$ cat src/rtl/ow_pkg.sv
// Shared types and microsecond timing constants for the 1-wire transaction controller.
package ow_pkg;

    typedef enum logic [1:0] {
        OW_OP_RESET = 2'd0,
        OW_OP_WRITE = 2'd1,
        OW_OP_READ  = 2'd2,
        OW_OP_RSVD  = 2'd3
    } ow_op_e;

    typedef enum logic [2:0] {
        OW_ST_IDLE     = 3'd0,
        OW_ST_RST_LOW  = 3'd1,
        OW_ST_RST_WAIT = 3'd2,
        OW_ST_SLOT_LOW = 3'd3,
        OW_ST_SLOT_REL = 3'd4,
        OW_ST_DONE     = 3'd5
    } ow_state_e;

    localparam int T_RST_US    = 480;
    localparam int T_PRES_US   = 70;
    localparam int T_LOW1_US   = 6;
    localparam int T_LOW0_US   = 60;
    localparam int T_RD_SMP_US = 15;
    localparam int T_SLOT_US   = 80;
    localparam int T_MAX_US    = 960;

endpackage

$ cat src/rtl/ow_in_sync.sv
// Two-flop synchronizer for the raw 1-wire line, with an optional 3-sample
// majority filter enabled by OW_GLITCH_FILTER_EN.
module ow_in_sync (
    input  logic clk_i,
    input  logic rst_i,
    input  logic ow_i,
    output logic line_o
);

    logic [1:0] sync_q;

    always_ff @(posedge clk_i) begin
        if (rst_i) begin
            sync_q <= 2'b11;
        end else begin
            sync_q <= {sync_q[0], ow_i};
        end
    end

`ifdef OW_GLITCH_FILTER_EN
    logic [2:0] win_q;

    always_ff @(posedge clk_i) begin
        if (rst_i) begin
            win_q <= 3'b111;
        end else begin
            win_q <= {win_q[1:0], sync_q[1]};
        end
    end

    assign line_o = (win_q[0] & win_q[1]) |
                    (win_q[0] & win_q[2]) |
                    (win_q[1] & win_q[2]);
`else
    assign line_o = sync_q[1];
`endif

endmodule

$ cat src/rtl/ow_txn_ctrl.sv
// 1-wire master: bus reset with presence detect, byte write and byte read,
// all timed by one down-counter. Optional input filter: OW_GLITCH_FILTER_EN.
module ow_txn_ctrl
    import ow_pkg::*;
#(
    parameter int CLK_PER_US = 10
) (
    input  logic       clk_i,
    input  logic       rst_i,
    input  logic       cmd_valid_i,
    output logic       cmd_ready_o,
    input  logic [1:0] cmd_op_i,
    input  logic [7:0] cmd_data_i,
    output logic       rsp_valid_o,
    output logic [7:0] rsp_data_o,
    output logic       rsp_presence_o,
    output logic       busy_o,
    input  logic       ow_i,
    output logic       ow_o
);

    localparam logic [2:0] IDLE     = OW_ST_IDLE;
    localparam logic [2:0] RST_LOW  = OW_ST_RST_LOW;
    localparam logic [2:0] RST_WAIT = OW_ST_RST_WAIT;
    localparam logic [2:0] SLOT_LOW = OW_ST_SLOT_LOW;
    localparam logic [2:0] SLOT_REL = OW_ST_SLOT_REL;
    localparam logic [2:0] DONE     = OW_ST_DONE;

    localparam int CW = $clog2(T_MAX_US * CLK_PER_US + 1);

    // Reload values are "duration - 1" so each phase ends on cnt == 0.
    localparam logic [CW-1:0] N_RST  = CW'(T_RST_US * CLK_PER_US - 1);
    localparam logic [CW-1:0] N_PRES = CW'((T_RST_US - T_PRES_US) * CLK_PER_US - 1);
    localparam logic [CW-1:0] N_LOW1 = CW'(T_LOW1_US * CLK_PER_US - 1);
    localparam logic [CW-1:0] N_LOW0 = CW'(T_LOW0_US * CLK_PER_US - 1);
    localparam logic [CW-1:0] N_REL1 = CW'((T_SLOT_US - T_LOW1_US) * CLK_PER_US - 1);
    localparam logic [CW-1:0] N_REL0 = CW'((T_SLOT_US - T_LOW0_US) * CLK_PER_US - 1);
    localparam logic [CW-1:0] N_RDS  = CW'((T_SLOT_US - T_RD_SMP_US) * CLK_PER_US - 1);

    function automatic logic [CW-1:0] slot_low(ow_op_e op, logic b);
        return (op == OW_OP_WRITE && !b) ? N_LOW0 : N_LOW1;
    endfunction

    function automatic logic [CW-1:0] slot_rel(ow_op_e op, logic b);
        return (op == OW_OP_WRITE && !b) ? N_REL0 : N_REL1;
    endfunction

    logic [2:0]    state;
    logic [CW-1:0] cnt;
    logic [2:0]    bit_q;
    logic [2:0]    bit_nxt;
    ow_op_e        op_q;
    logic [7:0]    data_q;
    logic [7:0]    shift_q;
    logic          pres_q;
    logic          ow_q;
    logic [7:0]    rsp_data_q;
    logic          rsp_pres_q;
    logic          line;

    ow_in_sync u_sync (
        .clk_i  (clk_i),
        .rst_i  (rst_i),
        .ow_i   (ow_i),
        .line_o (line)
    );

    assign bit_nxt = bit_q + 3'd1;

    always_ff @(posedge clk_i) begin
        if (rst_i) begin
            state      <= IDLE;
            cnt        <= '0;
            bit_q      <= '0;
            op_q       <= OW_OP_RESET;
            data_q     <= '0;
            shift_q    <= '0;
            pres_q     <= 1'b0;
            ow_q       <= 1'b1;
            rsp_data_q <= '0;
            rsp_pres_q <= 1'b0;
        end else begin
            unique case (state)
                IDLE: begin
                    if (cmd_valid_i) begin
                        op_q   <= ow_op_e'(cmd_op_i);
                        data_q <= cmd_data_i;
                        bit_q  <= '0;
                        unique case (ow_op_e'(cmd_op_i))
                            OW_OP_RESET: begin
                                state <= RST_LOW;
                                cnt   <= N_RST;
                                ow_q  <= 1'b0;
                            end
                            OW_OP_WRITE, OW_OP_READ: begin
                                state <= SLOT_LOW;
                                cnt   <= slot_low(ow_op_e'(cmd_op_i), cmd_data_i[0]);
                                ow_q  <= 1'b0;
                            end
                            default: state <= DONE;
                        endcase
                    end
                end
                RST_LOW: begin
                    if (cnt == '0) begin
                        state <= RST_WAIT;
                        cnt   <= N_RST;
                        ow_q  <= 1'b1;
                    end else begin
                        cnt <= cnt - 1'b1;
                    end
                end
                RST_WAIT: begin
                    if (cnt == N_PRES) begin
                        pres_q <= ~line;
                    end
                    if (cnt == '0) begin
                        state      <= DONE;
                        rsp_pres_q <= pres_q;
                    end else begin
                        cnt <= cnt - 1'b1;
                    end
                end
                SLOT_LOW: begin
                    if (cnt == '0) begin
                        state <= SLOT_REL;
                        cnt   <= slot_rel(op_q, data_q[bit_q]);
                        ow_q  <= 1'b1;
                    end else begin
                        cnt <= cnt - 1'b1;
                    end
                end
                SLOT_REL: begin
                    if (op_q == OW_OP_READ && cnt == N_RDS) begin
                        shift_q[bit_q] <= line;
                    end
                    if (cnt == '0) begin
                        if (bit_q == 3'd7) begin
                            state <= DONE;
                            if (op_q == OW_OP_READ) begin
                                rsp_data_q <= shift_q;
                            end
                        end else begin
                            bit_q <= bit_nxt;
                            state <= SLOT_LOW;
                            cnt   <= slot_low(op_q, data_q[bit_nxt]);
                            ow_q  <= 1'b0;
                        end
                    end else begin
                        cnt <= cnt - 1'b1;
                    end
                end
                DONE: state <= IDLE;
                default: state <= IDLE;
            endcase
        end
    end

    assign cmd_ready_o    = (state == IDLE);
    assign busy_o         = (state != IDLE);
    assign rsp_valid_o    = (state == DONE);
    assign rsp_data_o     = rsp_data_q;
    assign rsp_presence_o = rsp_pres_q;
    assign ow_o           = ow_q;

endmodule

$ cat config.mk
export PLATFORM = sky130hd
export DESIGN_NAME = ow_txn_ctrl
export DESIGN_NICKNAME = d
export VERILOG_FILES = /design/src/rtl/ow_pkg.sv /design/src/rtl/ow_in_sync.sv /design/src/rtl/ow_txn_ctrl.sv
export SDC_FILE = /design/constraint.sdc
export NUM_CORES = 1
export LEC_CHECK = 0
export ABC_CLOCK_PERIOD_IN_PS = 2460
export CAP_MARGIN = 10
export CORE_MARGIN = 4
export CORE_UTILIZATION = 55
export DETAILED_ROUTE_END_ITERATION = 10
export PLACE_DENSITY = 0.85
export SLEW_MARGIN = 20
export SYNTH_ARGS = -nofsm -noshare
export SYNTH_HDL_FRONTEND = slang
export SYNTH_HIERARCHICAL = 1
export SYNTH_SLANG_ARGS = --single-unit
$ cat constraint.sdc
create_clock -name clk_i -period 2.46 [get_ports clk_i]
set_input_delay 0.246 -clock clk_i [delete_from_list [all_inputs] [get_ports clk_i]]
set_output_delay 0.246 -clock clk_i [all_outputs]
set_load 0.01 [all_outputs]
After elaboration in Yosys (flattened, before gate mapping)

Index checks and enable logic that the tools add are counted.

$add $sub $neg: 2
Order comparisons: 3
Equal/unequal tests: 23
Mux-type cells: 36
Bitwise logic cells: 1
Reduce and logical (&&, ||, !) cells: 27

Operator list:

| operator              | number |
|---|---|
| $mux 14               | 6 |
| $pmux 14 s5           | 1 |
| $mux 10               | 3 |
| $pmux 14 s2           | 1 |
| $mux 3                | 9 |
| $ne 2x2->1 const B    | 8 |
| $pmux 3 s5            | 1 |
| $eq 14x10->1 const B  | 1 |
| $eq 14x13->1 const B  | 1 |
| $logic_not 14->1      | 1 |
| $sub 14x1->14 const B | 1 |
| $pmux 3 s2            | 2 |
| $reduce_and 5->1      | 2 |
| $eq 3x3->1 const B    | 3 |
| $bwmux 8              | 1 |
| $lt 3x4->1 const B    | 2 |
| $mux 1                | 8 |
| $reduce_and 2->1      | 4 |
| $reduce_and 4->1      | 2 |
| $bmux 1 s3            | 2 |
| $eq 3x2->1 const B    | 2 |
| $reduce_and 6->1      | 1 |
| $reduce_bool 3->1     | 2 |
| $logic_and 1x1->1     | 5 |
| other kinds (18)      | 23 |

Flip-flop bits (word level): 51
Word-level logic and storage cells: 103

Logic depth before layout (Yosys ltp)

Gate-level depths: netlist of the first run.

Word-level depth: 9
Mapped depth: 8

By module

The synthesis of the first run kept the hierarchy.

Modules (own cells, without submodules):

| module      | times used | cells an instance | area an instance (sq um) | sequential area each (sq um) |
|---|---|---|---|---|
| ow_txn_ctrl | 1          | 347               | 2864.0                   | 980.9 |
| ow_in_sync  | 1          | 4                 | 52.6                     | 40.0 |

Worst setup path after synthesis of the first run

OpenSTA, ideal clock, no wires.

Path type: register to register
Start: reg bit_q[1]
End: reg cnt[9]
Setup time: 0.086 ns
Arrival: 2.037 ns
Required time: 2.374 ns
Path slack: 0.338 ns
Stages on the path, launching flop included: 7
Path buffers: 0
Clock period less this slack: 2.122 ns
Cell sequence: dfxtp_1 ha_1 mux4_2 a21oi_1 o21bai_1 a311o_1 a211oi_1

Word-level cells in the longest chain between the ends: 9
Elaborated cells between the ends (all ways): 18
Those cells by class: add/sub: 1; eq/ne: 2; mux: 10; reduce/logical: 5

RTL lines:

| item                         | line               | RTL |
|---|---|---|
| start, declared              | ow_txn_ctrl.sv:50  | `logic [2:0] bit_q;` |
| start signal, assigned       | ow_txn_ctrl.sv:144 | `bit_q <= bit_nxt;` |
| $add 3x1->3                  | ow_txn_ctrl.sv:68  | `assign bit_nxt = bit_q + 3'd1;` |
| $bmux 1 s3                   | ow_txn_ctrl.sv:146 | `cnt <= slot_low(op_q, data_q[bit_nxt]);` |
| $mux 1 (implied by the code) | ow_txn_ctrl.sv:146 |  |
| $logic_not 1->1              | ow_txn_ctrl.sv:41  | `return (op == OW_OP_WRITE && !b) ? N_LOW0 : N_LOW1;` |
| $logic_and 1x1->1            | ow_txn_ctrl.sv:41  |  |
| $mux 10                      | ow_txn_ctrl.sv:41  |  |
| $mux 14                      | ow_txn_ctrl.sv:138 | `if (bit_q == 3'd7) begin` |
| $mux 14                      | ow_txn_ctrl.sv:137 | `if (cnt == '0) begin` |
| $pmux 14 s5                  | ow_txn_ctrl.sv:83  | `unique case (state)` |
| end signal, assigned         | ow_txn_ctrl.sv:97  | `cnt <= slot_low(ow_op_e'(cmd_op_i), cmd_data_i[0]);` |
| end signal, assigned         | ow_txn_ctrl.sv:146 |  |
| end signal, assigned         | ow_txn_ctrl.sv:150 | `cnt <= cnt - 1'b1;` |
| end, declared                | ow_txn_ctrl.sv:49  | `logic [CW-1:0] cnt;` |

Parallel ways exist; a longest one is shown, timed or not. The select of a mux whose other input is x is not followed.
A chain may end at the register's enable or synchronous reset.

Worst setup path after layout of the first run

Start: reg bit_q[1]
End: reg cnt[2]

The elaborated chain is that of the path after synthesis.

==> results of run 1 <==
[how the worst max path moves through the flow]
stage	endpoint	slack [ns]	cells past startpoint
finish	cnt[2]$_SDFFE_PP0P_	0.21	6
global route	cnt[4]$_SDFFE_PP0P_	0.01	7
CTS	cnt[2]$_SDFFE_PP0P_	0.07	6
detailed placement	cnt[2]$_SDFFE_PP0P_	0.12	6
global placement	cnt[2]$_SDFFE_PP0P_	0.14	6
floorplan	cnt[9]$_SDFFE_PP0P_	0.34	6
[cell families after synthesis]
family | after synthesis
AND/OR/NAND/NOR | 153
AO/OA/AOI/OAI | 84
flip-flops | 51
buffers and inverters | 29
multiplexers | 23
adder cells (fa/ha/maj) | 8
XOR/XNOR | 3
[state kept, by name, indices dropped and copies added, names as in the netlist]
name,cells
ow_o,1
state,3
u_sync/sync_q,2
op_q,2
data_q,8
shift_q,8
cnt,14
bit_q,3
pres_q,1
rsp_presence_o,1
rsp_data_o,8
[routing by layer]
metal	global-route usage [%]	wire [um]	up-vias
li1	-	-	1341
met1	29.23	3000	1295
met2	40.39	3583	117
met3	4.102	441	17
met4	7.770	134	0
met5	0	0	-
[report_power, final]
| group | switching [mW] | internal (mW) |
|---|---|---|
| Clock | 0.290 | 0.335 |
| Combinational | 1.25 | 0.902 |
| Sequential | 0.185 | 0.973 |
[synthesized netlist by cell type, types with 3 or more instances]
cell type and number:
a211oi_1 5, mux2i_1 21, buf_2 6, nor2_1 43
inv_1 9, dfxtp_1 51, nor3_1 9, nand2b_1 7
nor2b_1 6, clkbuf_1 11, nand3_1 11, ha_1 8
or4_1 3, nand4_1 5, a21oi_1 30, or2_1 3
nand2_1 40, and2_1 4, o21ai_0 14, a311o_1 3
[final cells by class]
class	count	area [um2]	share of cell area, %
inverter	10	37.54	1.083
clock inverter	2	38.79	1.120
timing repair buffer	48	425.4	12.28
clock buffer	6	82.58	2.384
tap	70	87.58	2.528
multi-input combinational	271	1772	51.14
sequential	51	1021	29.47
[stage by stage]
stage / instances / worst slack, ns / hold WS, ns / cell area [um2] / util, %
3_3_place_gp: 450 / 0.1388 / 0.3903 / 3339 / 64.97
2_1_floorplan: 351 / 0.3377 / 0.3431 / 2917 / -
3_5_place_dp: 450 / 0.1224 / 0.3885 / 3339 / 64.97
6_report: 458 / 0.2083 / 0.4136 / 3465 / 67.41
4_1_cts: 458 / 0.07383 / 0.4147 / 3461 / 67.33
5_1_grt: 458 / 0.01288 / 0.4570 / 3465 / 67.41
[what timing repair did]
item                                    in CTS  in global routing
endpoints found under the setup margin       0                  3
endpoints found under the hold margin        0                  0
gates resized for setup                      0                  1
==> run metrics, run 1 <==
status complete, no violations; mux contribution to synthesized area around 8.8%; RSZ-0062 raised after global routing false; Critical Path RT between 2 and 3 ns; Yosys reg bits 51; drt first pass iters 5; Hold Startpoint u_sync/sync_q[0]$_SDFF_PP1_; Main synth FF type dfxtp_1; Mapped Nets ~370; Worst Hold Path Cells 1; total global-route track usage between 20% and 30%; CP endpoint kind flop; max-slew violation count 0; crit path cell chain ha_1 > mux4_2 > a21oi_2 > o21ai_0 > a222oi_1 > o31a_1; ant diodes 0; Peak VDD IR 0.5305 mV; fmax 444.1 MHz; Post-Synth XOR/XNOR Area 0.9009%; Synth Area in Compound Gates between 10% and 20%; startpoint type of the worst setup path flop; Final TNS setup 0 ns; largest net degree at the start of global routing 36; Worst Path Arrival 2.51 ns; pwr dens between 1000 and 1500 nW/um2; synth top area cells dfxtp_1, mux2i_1, nor2_1; fill count around 450; Clock Skews around 0.0055 ns; most common cell after layout, fill and taps aside dfxtp_1; Final Hold Fails 0; post-route ant nets 0; CTS H-tree depth 2; Total Power around 3.9 mW; Reg2Reg Launch Point bit_q[1]$_SDFFE_PP0P_; largest family of logic cells by synthesized area simple AND/OR/NAND/NOR gates; slowest CP cell mux4_2; max-cap violations 0; Crit path largest cell delay roughly 0.53 ns; number of port buffers 26; DR iter-0 viols approximately 320; clk root buf clkbuf_8; Area Growth Syn to Fin 18.79%; core area roughly 5100 um2; CTS Buffer Depth 2; crit-path leading delay family compound AO/OA/AOI/OAI gates; initial antenna violation count 0; clk sinks about 50; most frequent cells in the layout dfxtp_1, nor2_1, nand2_1; warning count from the yosys run 6; Post-DP HPWL between 5 and 6 mm; Congestion Overflow GR 0; die height between 80 and 90 um; Synth async-reset ratio 0%; setup violators final 0; Worst-path clk slew about 0.1 ns; Initial Util a little under three fifths; Ports 27; hold_buf cts 0; Synth area leader dfxtp_1; synthesized-area fraction occupied by adder cells 3.432%; cts bufs inserted 5; Via Count 2770; Placer Congestion a little under 1; die area roughly 6500 um2; first-pass GRT wire length between 10 and 15 mm; Worst R2R Setup Slack ~0.21 ns; Rel. slew slack approximately three fifths; vias per cell approximately 6.0; post-synth top area share about a third; register area share after synthesis 35.01%; cells after synthesis approximately 350; Worst Hold Class flop to flop; r2r worst-path depth 6; Routed WL per cell between 15 and 20 um; synth unique cells 66; Cell Area, Synth about 3000 um2; Row Count 26; layout cell share with drive strength beyond 1 roughly an eighth; Avg Inst Size Synth ~8.3 um2; Critical Path Start bit_q[1]$_SDFFE_PP0P_; hold-critical path endpoint u_sync/sync_q[1]$_SDFF_PP1_; min cycle time layout roughly 2.3 ns; Skew-Pair Late Insertion Delay 0.31 ns; Post-CTS Setup Inserts 0; crit path kind flop to flop; vias in the first global route around 2600; nets 409; Leakage between 1 and 1.5 nW; post-route DRC violation count 0; WP buf/inv 0; worst slew pin tran 0.5863 ns; overall routed net length 7.160 mm; Final Cycle Share approximately 90%; number of flops mapped to enable cells by yosys 0; crit-path max FO 4; Synth Area in Simple Gates around 28%; Reg-to-Reg End cnt[2]$_SDFFE_PP0P_; Die Wd a little over 80 um; CTS tree yes
No activity file was read; power rests on OpenSTA's default activity.
==> inputs of run 2 (changes only) <==
--- a/config.mk
+++ b/config.mk
@@ -10,9 +10,10 @@
 export CORE_MARGIN = 4
 export CORE_UTILIZATION = 55
 export DETAILED_ROUTE_END_ITERATION = 10
-export PLACE_DENSITY = 0.85
+export PLACE_DENSITY_LB_ADDON = 0.3
 export SLEW_MARGIN = 20
 export SYNTH_ARGS = -nofsm -noshare
 export SYNTH_HDL_FRONTEND = slang
 export SYNTH_HIERARCHICAL = 1
 export SYNTH_SLANG_ARGS = --single-unit
+export TNS_END_PERCENT = 100
==> run 2 against run 1 <==
  * Power decreased by 3.8%
  * Sequential share of layout area increased by 0.23 points
  * Global-route usage decreased by 0.48 points
  * Largest power group unchanged
  * Setup slack got worse by 0.071 ns
  * Final area decreased by 0.76%
  * Non-clock buffer count decreased by 3
  * Clock power decreased by 16%
==> run metrics, run 2 (synthesis results as in run 1) <==
Peak VDD IR 0.4775 mV (was 0.5305 mV); Post-CTS Setup Inserts 0 (unchanged); cts bufs inserted 5 (unchanged); crit-path max FO 4 (unchanged); most common cell after layout, fill and taps aside dfxtp_1 (unchanged); Die Wd 80.82 um (unchanged); drt first pass iters 4 (was 5); pwr dens 1101 nW/um2 (was 1135 nW/um2); overall routed net length 6.902 mm (was 7.160 mm); Reg-to-Reg End cnt[2]$_SDFFE_PP0P_ (unchanged); Placer Congestion 0.9161 (was 0.9646); CP endpoint kind flop (unchanged); die area 6532 um2 (unchanged); status complete, no violations (unchanged); Row Count 26 (unchanged); max reg flops 14 (unchanged); Final Cycle Share 94.41% (was 91.53%); Via Count 2658 (was 2770); hold_buf cts 0 (unchanged); max-cap violations 0 (unchanged); clk sinks 51 (unchanged); Sw Share 44.93% (was 43.82%); DR iter-0 viols 138 (was 319); Final Hold Fails 0 (unchanged); fmax 430.6 MHz (was 444.1 MHz); nets 406 (was 409); layout cell share with drive strength beyond 1 10.91% (was 11.86%); ant diodes 0 (unchanged); Routed WL per cell 15.17 um (was 15.63 um); Seq pwr share 31.6% (was 29.4%); crit path kind flop to flop (unchanged); Worst-path clk slew 0.11 ns (was 0.10 ns); core area 5140 um2 (unchanged); Initial Util 56.74% (unchanged); Clock Skews 0.006675 ns (was 0.005533 ns); vias in the first global route 2536 (was 2550); largest register by flop count cnt (unchanged); post-route ant nets 0 (unchanged); die height 80.82 um (unchanged); r2r worst-path depth 6 (unchanged); CTS Buffer Depth 2 (unchanged); most frequent cells in the layout dfxtp_1, nor2_1, nand2_1 (unchanged); initial antenna violation count 0 (unchanged); vias per cell 5.842 (was 6.048); worst slew pin tran 0.6032 ns (was 0.5863 ns); total global-route track usage 22.86% (was 23.35%); Critical Path RT 2.72 ns (about the same); NetSw 1.700 mW (was 1.723 mW); number of port buffers 26 (unchanged); Skew-Pair Late Insertion Delay 0.31 ns (about the same); first-pass GRT wire length 11.87 mm (was 12.04 mm); final core utilization 66.89% (was 67.41%); crit path to cnt[2]$_SDFFE_PP0P_ (unchanged); min cycle time layout 2.322 ns (was 2.252 ns); CTS H-tree depth 2 (unchanged); Worst Hold Class flop to flop (unchanged); Worst R2R Setup Slack 0.14 ns (was 0.21 ns); post-route DRC violation count 0 (unchanged); Int Pwr 2.084 mW (was 2.209 mW); Worst Path Arrival 2.58 ns (was 2.51 ns); Rel. slew slack 59.78% (was 60.92%); RSZ-0062 raised after global routing false (unchanged); Ports 27 (unchanged); Post-DP HPWL 5.118 mm (was 5.220 mm); Reg2Reg Launch Point bit_q[0]$_SDFFE_PP0P_ (was bit_q[1]$_SDFFE_PP0P_); Clk network pwr share 13.8% (was 15.9%); Leakage 1.293 nW (was 1.314 nW); Area Growth Syn to Fin 17.89% (was 18.79%); max-slew violation count 0 (unchanged); setup violators final 0 (unchanged); startpoint type of the worst setup path flop (unchanged); CTS tree yes (unchanged); Final TNS setup 0 ns (unchanged); largest net degree at the start of global routing 42 (was 36); combinational power share 54.6% (was 54.7%); Critical Path Start bit_q[0]$_SDFFE_PP0P_ (was bit_q[1]$_SDFFE_PP0P_); Congestion Overflow GR 0 (unchanged); clk root buf clkbuf_8 (unchanged); cts repair resizes 0 (unchanged)
## run 2: cell count changes in the layout (fill, tap and decap cells not counted)
| cell | change |
|---|---|
| a21oi_1 | +1 |
| a21oi_2 | -1 |
| buf_12 | +2 |
| buf_4 | -5 |
| bufinv_16 | -1 |
| clkbuf_8 | -1 |
| clkinv_4 | +1 |
| clkinvlp_4 | +1 |
| inv_6 | -1 |
| inv_8 | +1 |
## run 2: cell type report
| class | count | area [um2] |
|---|---|---|
| Sequential cell | 51 | 1021 |
| Fill cell | 460 | 1702 |
| Tap cell | 70 | 87.58 |
| Timing Repair Buffer | 45 | 427.9 |
| Inverter | 10 | 37.54 |
| Multi-Input combinational cell | 271 | 1768 |
| Clock inverter | 3 | 27.53 |
| Clock buffer | 5 | 68.82 |
## run 2: power groups by stage
stage / Clock (mW) / Combinational (mW) / Sequential (mW)
after floorplan: 0 / 1.49 / 1.12
after global placement: 0 / 2.02 / 1.20
after detailed placement: 0 / 2.04 / 1.21
after CTS: 0.527 / 2.05 / 1.19
after global routing: 0.562 / 2.28 / 1.22
final: 0.522 / 2.07 / 1.19
## run 2: critical path, stage by stage (launching register included)
cell and delay, ns:
dfxtp_1 0.33, ha_1 0.39, mux4_2 0.52, a21oi_1 0.40, o21ai_0 0.14, a222oi_1 0.33, o31a_1 0.17
## run 2: worst min path at each step
stage / to / startpoint / cells past startpoint
2_1_floorplan: u_sync/sync_q[0]$_SDFF_PP1_ / rst_i / 1
5_1_grt: u_sync/sync_q[1]$_SDFF_PP1_ / u_sync/sync_q[0]$_SDFF_PP1_ / 1
6_report: u_sync/sync_q[1]$_SDFF_PP1_ / u_sync/sync_q[0]$_SDFF_PP1_ / 1
3_5_place_dp: u_sync/sync_q[1]$_SDFF_PP1_ / u_sync/sync_q[0]$_SDFF_PP1_ / 1
4_1_cts: u_sync/sync_q[1]$_SDFF_PP1_ / u_sync/sync_q[0]$_SDFF_PP1_ / 1
3_3_place_gp: u_sync/sync_q[1]$_SDFF_PP1_ / u_sync/sync_q[0]$_SDFF_PP1_ / 1
## run 2: stage by stage
step                      cell area, um2  setup WS [ns]  total power [mW]  cells  hold slack [ns]
after global placement              3342         0.1540             3.219    447           0.3933
after global routing                3438        0.02872             4.061    455           0.4626
after detailed placement            3342         0.1076             3.248    447           0.3914
after floorplan                     2917         0.3377             2.615    351           0.3431
after CTS                           3438         0.1637             3.767    455           0.4164
final                               3438         0.1376             3.784    455           0.4162
## run 2: metal layers
metal	vias up	global-route usage (%)	wire length (um)
met5	-	0	0
met4	0	6.588	84
met3	10	2.882	328
met2	67	38.18	3300
met1	1245	30.97	3190
li1	1336	-	-
